$ cat config.mk
export PLATFORM = sky130hd
export DESIGN_NAME = lcd_ctrl
export DESIGN_NICKNAME = d
export VERILOG_FILES = /design/src/rtl/lcd_ctrl.sv
export SDC_FILE = /design/constraint.sdc
export NUM_CORES = 1
export LEC_CHECK = 0
export BUFFER_PORTS_ARGS = -buffer_cell sky130_fd_sc_hd__buf_2
export CAP_MARGIN = 40
export CORE_AREA = 2 2 98 100
export DETAILED_ROUTE_END_ITERATION = 6
export DIE_AREA = 0 0 100 102
export PLACE_DENSITY = 0.47
export SLEW_MARGIN = 20
export SYNTH_ARGS = -nofsm -noshare
export SYNTH_HDL_FRONTEND = slang
export SYNTH_SLANG_ARGS = --single-unit
$ cat constraint.sdc
create_clock -name inClk -period 3.1 [get_ports inClk]
set_input_delay 0 -clock inClk [delete_from_list [all_inputs] [get_ports inClk]]
set_output_delay 0 -clock inClk [all_outputs]
set_load 0.02 [all_outputs]
$ cat src/rtl/lcd_ctrl.sv
// rtl/lcd_ctrl.sv - HD44780 8-bit LCD sequencer; define LCD_AUTOWRAP_EN for automatic line wrap
module lcd_ctrl #(
    parameter int POR_WAIT = 2000000,
    parameter int E_CYCLES = 25,
    parameter int CMD_WAIT = 2500,
    parameter int CLR_WAIT = 100000
) (
    input  logic       inClk,
    input  logic       reset,
    input  logic       wr_valid,
    input  logic       wr_rs,
    input  logic [7:0] wr_data,
    output logic       wr_ready,
    output logic       init_done,
    output logic       lcd_rs,
    output logic       lcd_e,
    output logic [7:0] lcd_data
);

    typedef enum logic [2:0] {POR, INIT, IDLE, SETUP, EHIGH, HOLD, WAIT, WRAP} state_t;

    localparam logic [31:0] POR_LAST = 32'(POR_WAIT - 1);
    localparam logic [31:0] E_LAST   = 32'(E_CYCLES - 1);
    localparam logic [31:0] CMD_LAST = 32'(CMD_WAIT - 1);
    localparam logic [31:0] CLR_LAST = 32'(CLR_WAIT - 1);

    state_t      state;
    logic [31:0] cnt;
    logic [31:0] wait_last;
    logic [1:0]  init_idx;
    logic [4:0]  pos;
    logic        wrap_pend;
    logic [7:0]  wrap_cmd;

    logic        is_clr;
    logic [4:0]  pos_next;
    logic        wrap_set;
    logic [7:0]  wrap_cmd_next;

    function automatic logic [7:0] init_cmd(input logic [1:0] idx);
        case (idx)
            2'd0:    init_cmd = 8'h38;
            2'd1:    init_cmd = 8'h0C;
            2'd2:    init_cmd = 8'h06;
            default: init_cmd = 8'h01;
        endcase
    endfunction

    assign is_clr = !lcd_rs && (lcd_data == 8'h01 || lcd_data == 8'h02 || lcd_data == 8'h03);

    // Cursor tracking for the byte currently on the bus, applied once its strobe completes.
    always_comb begin
        pos_next      = pos;
        wrap_set      = 1'b0;
        wrap_cmd_next = 8'h80;
        if (lcd_rs) begin
`ifdef LCD_AUTOWRAP_EN
            if (pos == 5'd15) begin
                pos_next      = 5'd16;
                wrap_set      = 1'b1;
                wrap_cmd_next = 8'hC0;
            end else if (pos == 5'd31) begin
                pos_next      = 5'd0;
                wrap_set      = 1'b1;
                wrap_cmd_next = 8'h80;
            end else begin
                pos_next = pos + 5'd1;
            end
`else
            pos_next = pos + 5'd1;
`endif
        end else if (is_clr) begin
            pos_next = 5'd0;
        end else if (lcd_data[7]) begin
            pos_next = {lcd_data[6], lcd_data[3:0]};
        end
    end

    // INIT and WRAP double as the one-clock setup cycle of internally generated commands.
    always_ff @(posedge inClk or negedge reset) begin
        if (!reset) begin
            state     <= POR;
            cnt       <= '0;
            wait_last <= '0;
            init_idx  <= '0;
            pos       <= '0;
            wrap_pend <= 1'b0;
            wrap_cmd  <= '0;
            wr_ready  <= 1'b0;
            init_done <= 1'b0;
            lcd_rs    <= 1'b0;
            lcd_e     <= 1'b0;
            lcd_data  <= '0;
        end else begin
            case (state)
                POR: begin
                    if (cnt == POR_LAST) begin
                        cnt      <= '0;
                        lcd_rs   <= 1'b0;
                        lcd_data <= init_cmd(2'd0);
                        state    <= INIT;
                    end else begin
                        cnt <= cnt + 32'd1;
                    end
                end
                INIT, SETUP, WRAP: begin
                    cnt   <= '0;
                    lcd_e <= 1'b1;
                    state <= EHIGH;
                end
                IDLE: begin
                    if (wr_valid && wr_ready) begin
                        lcd_rs   <= wr_rs;
                        lcd_data <= wr_data;
                        wr_ready <= 1'b0;
                        state    <= SETUP;
                    end
                end
                EHIGH: begin
                    if (cnt == E_LAST) begin
                        lcd_e <= 1'b0;
                        state <= HOLD;
                    end else begin
                        cnt <= cnt + 32'd1;
                    end
                end
                HOLD: begin
                    cnt       <= '0;
                    wait_last <= is_clr ? CLR_LAST : CMD_LAST;
                    pos       <= pos_next;
                    if (wrap_set) begin
                        wrap_pend <= 1'b1;
                        wrap_cmd  <= wrap_cmd_next;
                    end
                    state <= WAIT;
                end
                WAIT: begin
                    if (cnt == wait_last) begin
                        cnt <= '0;
                        if (!init_done) begin
                            if (init_idx == 2'd3) begin
                                init_done <= 1'b1;
                                wr_ready  <= 1'b1;
                                state     <= IDLE;
                            end else begin
                                init_idx <= init_idx + 2'd1;
                                lcd_data <= init_cmd(init_idx + 2'd1);
                                state    <= INIT;
                            end
                        end else if (wrap_pend) begin
                            wrap_pend <= 1'b0;
                            lcd_rs    <= 1'b0;
                            lcd_data  <= wrap_cmd;
                            state     <= WRAP;
                        end else begin
                            wr_ready <= 1'b1;
                            state    <= IDLE;
                        end
                    end else begin
                        cnt <= cnt + 32'd1;
                    end
                end
                default: state <= POR;
            endcase
        end
    end

endmodule

Word-level counts from Yosys, hierarchy flattened

Index checks and enable logic that the tools add are counted.

Logic and storage cells: 91
Bits of input ports: 12
Output and inout bits: 12
Register bits after elaboration: 81

Eq/ne operators: 25
Bitwise gates (word level): 3
Reduce and logical (&&, ||, !) cells: 21
Multiplexer cells: 31
Add/subtract/negate cells: 2

Operators with widths:

| operator                | number |
|---|---|
| $pmux W32 S4            | 1 |
| $mux W32                | 3 |
| $mux W8                 | 5 |
| $add A32 B1 Y32 const B | 1 |
| $eq A32 B21 Y1 const B  | 1 |
| $eq A32 B32 Y1          | 1 |
| $eq A32 B5 Y1 const B   | 1 |
| $pmux W8 S3             | 1 |
| $pmux W3 S6             | 1 |
| $pmux W6 S3             | 1 |
| $mux W17                | 1 |
| $eq A8 B2 Y1 const B    | 2 |
| $mux W3                 | 5 |
| $ne A2 B2 Y1 const B    | 7 |
| $eq A3 B3 Y1 const B    | 4 |
| $reduce_and A4 Y1       | 3 |
| $reduce_and A6 Y1       | 2 |
| $mux W1                 | 9 |
| $eq A8 B1 Y1 const B    | 1 |
| $eq A3 B2 Y1 const B    | 2 |
| $ne A3 B3 Y1 const B    | 2 |
| $pmux W1 S2             | 3 |
| $reduce_and A2 Y1       | 3 |
| $eq A2 B2 Y1 const B    | 2 |
| 15 further kinds        | 20 |

Longest topological paths before layout

Gate-level depths: netlist of the first run.

Depth after elaboration: 7
Depth in mapped cells: 10
Gate-level depth less buffers: 8

Worst setup path after synthesis of the first run

Ideal clock, no wire load.

Kind: register to register
Start: register cnt[24]
End: register lcd_data[0]
Required time: 2,975 ps
Stages on the path, launching flop included: 7
Setup time: 125 ps
Arrival: 2,029 ps
Period minus slack after synthesis: 2,154 ps
Path slack: 946 ps
Path buffers: 0
Path through: dfrtp_1 > nor4_1 > nand4_1 > nor3_2 > nand3_2 > a31oi_4 > mux2_2

Cells in the longest elaborated chain, start to end: 3
Elaborated cells on any way between the ends: 5
Those cells by class: eq/ne: 4; reduce/logical: 1

Ends and longest elaborated chain:

| item                                                    | line    | text |
|---|---|---|
| start, declared                                         | 28      | `logic [31:0] cnt;` |
| start signal, assigned                                  | 103     | `cnt <= cnt + 32'd1;` |
| start signal, assigned                                  | 124     | `cnt <= cnt + 32'd1;` |
| start signal, assigned                                  | 160     | `cnt <= cnt + 32'd1;` |
| $eq A32 B21 Y1 / $eq A32 B32 Y1 (equally long branches) | 97, 138 |  |
| $ne A2 B2 Y1 (no source line)                           | n/a     |  |
| $reduce_and A6 Y1 (no source line) *                    | n/a     |  |
| end signal, assigned                                    | 100     | `lcd_data <= init_cmd(2'd0);` |
| end signal, assigned                                    | 114     | `lcd_data <= wr_data;` |
| end signal, assigned                                    | 147     | `lcd_data <= init_cmd(init_idx + 2'd1);` |
| end, declared                                           | 17      | `output logic [7:0] lcd_data` |

Every way passes the cells marked *; elsewhere a longest branch is shown, timed or not.
A chain may end at the register's enable or synchronous reset.

Worst setup path in the final report of the first run

Start: register cnt[27]
End: register lcd_data[7]

Same word-level chain as after synthesis.

==> results of run 1 <==
-- worst min-delay path by stage --
stage | endpoint | cells past startpoint | from | slack (ns)
global route | wr_ready | 4 | wr_valid | 0.02
detailed placement | cnt[14] | 1 | reset | 0.06
global placement | cnt[14] | 1 | reset | 0.06
CTS | wr_ready | 4 | wr_valid | 0.003
finish | wr_ready | 4 | wr_valid | 0.001
floorplan | cnt[0] | 0 | reset | -0.30
-- cell type report --
type / instances / area [µm²]
fillers: 957 / 5610
multi-input cells: 265 / 1700
flip-flops and latches: 52 / 1300
repair buffers: 32 / 189
well taps: 111 / 139
clock buffers: 7 / 96.3
inverters: 13 / 48.8
clock inverters: 1 / 30.0
-- cells in the final DEF, fill, tap and decap left out, drive strengths merged, types with 6 or more instances in the layout --
cell / netlist / routed
and4: 7 / 7
dfrtp: 52 / 52
and2: 6 / 6
o21ai: 14 / 14
ha: 6 / 6
mux2: 8 / 8
a22o: 10 / 10
nor3: 8 / 8
a21oi: 11 / 11
clkbuf: 4 / 7
inv: 13 / 13
nand2: 44 / 44
nand3: 29 / 29
nor2: 27 / 27
o311ai: 10 / 10
nor4: 12 / 12
and3: 7 / 7
a21o: 11 / 11
buf: 11 / 31
-- per-stage QoR --
step / std cells / setup WS (ns) / hold WS, ns / instance area [µm²]
global route: 481 / 0.279 / 0.0215 / 3500
finish: 481 / 0.440 / 0.00149 / 3500
CTS: 481 / 0.399 / 0.00275 / 3500
detailed placement: 472 / 0.446 / 0.0647 / 3370
floorplan: 345 / 0.946 / -0.296 / 3130
global placement: 471 / 0.509 / 0.0583 / 3350
-- what timing repair did --
action                     CTS  global route
setup endpoints to repair    0             0
hold endpoints to repair    25             0
hold buffers                 1             0
-- sequential cells by signal (all words and copies together) (netlist names) --
register,count
cnt,32
init_done,1
init_idx,2
lcd_data,8
lcd_e,1
lcd_rs,1
state,3
wait_last,3
wr_ready,1
-- logic make-up after synthesis --
family | share of synthesized area, %
buf+inv | 4.04
compound gates | 19.5
simple gates | 27.7
fa+ha+maj | 2.40
xor+xnor | 0.561
flops | 41.6
mux | 4.16
-- metal layers --
layer  GRT usage (%)  vias to the layer above
met4            3.69                        0
met3            2.46                        4
met2            25.4                       51
li1                -                     1333
met1            27.2                     1291
met5               0                        -
-- power by group --
group          total [mW]  internal, mW  switching (mW)
Combinational      0.0313        0.0102          0.0211
Sequential          0.681         0.680         0.00132
Clock               0.528         0.286           0.243
Total                1.24         0.976           0.265
-- worst max-delay path: cells and delay by family, from the launching register on --
kind | cells | cell delay (ns)
compound gates | 2 | 0.89
flops | 1 | 0.44
mux | 1 | 0.38
simple gates | 3 | 0.83
==> flow_summary.toml, run 1 <==
[power]
vdd_drop_max_uv = 189
leakage_nw = 1.48
power_mw = 1.24
power_density_mw_per_mm2 = 354

[clocking]
clk_pin_slew_worst_paths_ns = 0.10
insertion_delay_ns = 0.31
cts_setup_buffers = 0
cts_buffers = 5
cts_buffer_depth = 2
cts_sinks = 52
cts_tree = "yes"
cts_resized = 0
h-tree-depth = 2
cts_root_buffer = "clkbuf_8"

[synth]
synth.most_common_cell = "dfrtp_1"
ys_ff_latch = 52
synth_common_cells = "dfrtp_1 (52), nand2_1 (44), nand3_1 (28)"
yosys_warnings = 0
synth_ff_type = "dfrtp_1"
netlist-cell-type-count = 58
yosysTopAreaCell = "dfrtp_1"
synth-edff-count = 0
synth_top_area_share_pct = 41.6
avgSynthCellArea_um2 = 9.06
netlist_instances = 345
synth_area_mm2 = 0.00313
syn_nets = 363
seq_area_frac_synth_pct = 41.6
ys_top_cells_by_area = "dfrtp_1 (42%), nand2_1 (5.3%), nand3_1 (4.5%)"
synthArstFlopShare_pct = 100

[global_route]
gr-usage-all-layers_pct = 17.4
grt_pass1_vias = 2594
antenna_found_initial = 0
grt_max_degree = 29
grt_pass1_wl_mm = 14.0
gr-total-overflow = 0

[detailed_routing]
wl_met1_mm = 4.39
route.met2.wl_mm = 3.59
avgViaCountPerCell = 5.57
route.met3.wl_um = 250
totalWireLength_mm = 8.28
topRoutingLayerUsed = "met4"
vias = 2679
drc = 0
postRouteAntennaNets = 0
drt_iter0_markers = 153
avgRoutedWirePerCell_um = 17.2
drt-pass1-iter-count = 4

[timing]
finalSetupTns_ns = 0
drv_slew = 0
slew_headroom_pct = 55.2
clock_skew_ns = 0.0138
fmax_mhz = 376
finalCritPeriodShare_pct = 85.8
setup_viol = 0
tightest_slew_ns = 0.671
period_minus_slack_ns = 2.66
final_hold_viol_count = 0
rsz0062_at_grt = "no"

[finish]
syn_to_final_growth_pct = 12.0
nets = 387
drive_gt1_share_pct = 16.2
postLayoutCoreUtil_pct = 38.4
antenna_cells = 0

[worst_setup_path]
cp_slowest_cell = "o31ai_1"
cp_cell_sequence = "nor4_1 -> nand4_1 -> o31ai_1 -> nand2_1 -> a31oi_4 -> mux2_2"
critPathLaunch = "cnt[27]"
cp.required_ns = 3.29
crit_arrival_ns = 2.85
rr_endpoint = "lcd_data[7]"
cpPeakStageDelay_ns = 0.55
endpoint = "lcd_data[7]"
r2r-start = "cnt[27]"
critical_path_class = "reg2reg"
path_max_fanout = 8
start_kind = "flop"
rrSetupSlack_ns = 0.44
r2r_cells = 6
cp-end-kind = "flop"

[floorplanning]
rows = 35
initial_utilization_pct = 34.3
io_pins = 24
die-area_mm2 = 0.0102
die_w_um = 100
fp.coreArea_mm2 = 0.00911
fp.dieH_um = 102

[place]
hpwl_mm = 5.95
place_congestion = 0.839
io_buffer_count = 23

[min_path]
hold_path.class = "in2reg"

[outcome]
status = "finished clean"

[run]
maxCapViolations = 0
(Power assumes the default switching activity.)
==> run 2, diff against run 1 <==
--- a/config.mk
+++ b/config.mk
@@ -7,9 +7,9 @@
 export LEC_CHECK = 0
 export BUFFER_PORTS_ARGS = -buffer_cell sky130_fd_sc_hd__buf_2
 export CAP_MARGIN = 40
-export CORE_AREA = 2 2 98 100
+export CORE_AREA = 4 4 100 102
 export DETAILED_ROUTE_END_ITERATION = 6
-export DIE_AREA = 0 0 100 102
+export DIE_AREA = 0 0 104 106
 export PLACE_DENSITY = 0.47
 export SLEW_MARGIN = 20
 export SYNTH_ARGS = -nofsm -noshare
==> flow_summary.toml, run 2 (synthesized netlist as in run 1, its figures left out) <==
[worst_setup_path]
cp.required_ns = 3.35
cp_slowest_cell = "nor2b_1"
cp.buffers_inverters = 0
cp-end-kind = "flop"
path_delay_family = "simple AND/OR/NAND/NOR gates"
crit_arrival_ns = 2.91
critical_path_class = "reg2reg"
path_max_fanout = 9
start_kind = "flop"
cp_cell_sequence = "ha_1 -> and2_1 -> nand4_1 -> o41ai_1 -> a41oi_2 -> nor2b_1 -> a22o_1"
cpPeakStageDelay_ns = 0.69

[clocking]
cts_buffer_depth = 2
clk_pin_slew_worst_paths_ns = 0.10
cts_resized = 0
insertion_delay_ns = 0.32
cts_tree = "yes"
h-tree-depth = 2
cts_buffers = 5
cts_root_buffer = "clkbuf_8"
cts_sinks = 52

[finish]
largest-register = "cnt"
antenna_cells = 0
layout_common_cells = "dfrtp_1 (52), nand2_1 (44), nand3_1 (28), nor2_1 (26), buf_2 (23)"
fillers = 945
drive_gt1_share_pct = 16.2
largest_reg_flops = 32
design_area_mm2 = 0.00352
multi_input_area_mm2 = 0.00170
syn_to_final_growth_pct = 12.6
nets = 388
top_regs = "cnt: 32 flops, lcd_data: 8 flops"
register_area_mm2 = 0.00130
final_common_cell = "dfrtp_1"

[floorplanning]
die-area_mm2 = 0.0110
fp.dieH_um = 106
rows = 35
initial_utilization_pct = 34.3
fp.coreArea_mm2 = 0.00911
die_w_um = 104
io_pins = 24

[outcome]
status = "finished clean"

[timing]
rsz0062_at_grt = "no"
drv_slew = 0
slew_headroom_pct = 48.5
fmax_mhz = 375
finalCritPeriodShare_pct = 85.9
clock_skew_ns = 0.0158
period_minus_slack_ns = 2.66
tightest_slew_ns = 0.771
setup_viol = 0
final_hold_viol_count = 0
finalSetupTns_ns = 0

[global_route]
gr-total-overflow = 0
grt_pass1_wl_mm = 14.2
grt_max_degree = 27
gr-usage-all-layers_pct = 15.7
antenna_found_initial = 0
grt_pass1_vias = 2696

[power]
power_density_mw_per_mm2 = 350
vdd_drop_max_uv = 140
power_switching_mw = 0.272
clockPowerShare_pct = 41.8
p_comb_share_pct = 2.8
leakage_nw = 1.48
pwr-share-seq_pct = 55.4
p_int_mw = 0.958
power_switching_share_pct = 22.1

[place]
place_congestion = 0.735
hpwl_mm = 6.01
io_buffer_count = 23
post_dp_cell_area_mm2 = 0.00337

[run]
maxCapViolations = 0

[detailed_routing]
wl_met1_mm = 4.32
drt-pass1-iter-count = 4
route.met2.wl_mm = 3.66
route.met3.wl_um = 255
vias = 2699
totalWireLength_mm = 8.27
avgViaCountPerCell = 5.60
drt_iter0_markers = 120
topRoutingLayerUsed = "met4"
postRouteAntennaNets = 0
avgRoutedWirePerCell_um = 17.2
drc = 0

[min_path]
hold_path.class = "in2reg"
[run 2: timing repair]
item | 4_1_cts | 5_1_grt
setup buffers | 0 | 0
hold buffers | 2 | 0
endpoints found under the hold margin | 53 | 0
[run 2: power by group through the flow]
stage / clock [mW] / combinational [mW] / sequential [mW]
floorplan: 0 / 0.00366 / 0.697
CTS: 0.533 / 0.0363 / 0.681
finish: 0.515 / 0.0344 / 0.681
detailed placement: 0 / 0.0345 / 0.695
global placement: 0 / 0.0316 / 0.694
global route: 0.559 / 0.0398 / 0.682
[run 2: metal layers]
layer  GRT usage, %  vias to the layer above
li1               -                     1341
met1           23.5                     1322
met2           24.1                       34
met3           2.25                        2
met4           3.42                        0
met5              0                        -
[run 2: layout make-up]
class,instances,share of cell area [%]
sequential,52,37.0
multi-input combinational,265,48.2
clock inverter,2,1.10
inverter,13,1.39
timing repair buffer,33,6.01
clock buffer,6,2.35
tap,111,3.95
[run 2: worst min-delay path, cell delays in order]
cell     delay [ns]
buf_2          0.07
mux2i_1        0.05
nand2_1        0.07
mux2_2         0.13
[run 2: path summary, 6_finish.rpt]
check                             start           end  slack [ns]  cells after the start
max reg2reg                      cnt[0]        cnt[3]        0.44                      7
max                              cnt[0]        cnt[3]        0.44                      7
min in group asynchronous         reset       cnt[15]        0.08                      2
min                          wr_data[3]   lcd_data[3]        0.03                      4
min reg2reg                wait_last[7]  wait_last[7]        0.52                      1
max in group asynchronous         reset      state[0]        2.47                      3
[run 2: per-stage QoR]
step | cells | worst slack [ns] | total power [mW] | hold WS (ns) | utilization, %
2_1_floorplan | 345 | 0.946 | 0.701 | -0.296 | -
3_3_place_gp | 470 | 0.451 | 0.726 | 0.158 | 36.7
3_5_place_dp | 471 | 0.384 | 0.729 | -0.0968 | 37.0
4_1_cts | 481 | 0.395 | 1.25 | 0.0287 | 38.5
5_1_grt | 482 | 0.165 | 1.28 | 0.0242 | 38.6
6_report | 482 | 0.436 | 1.23 | 0.0318 | 38.6
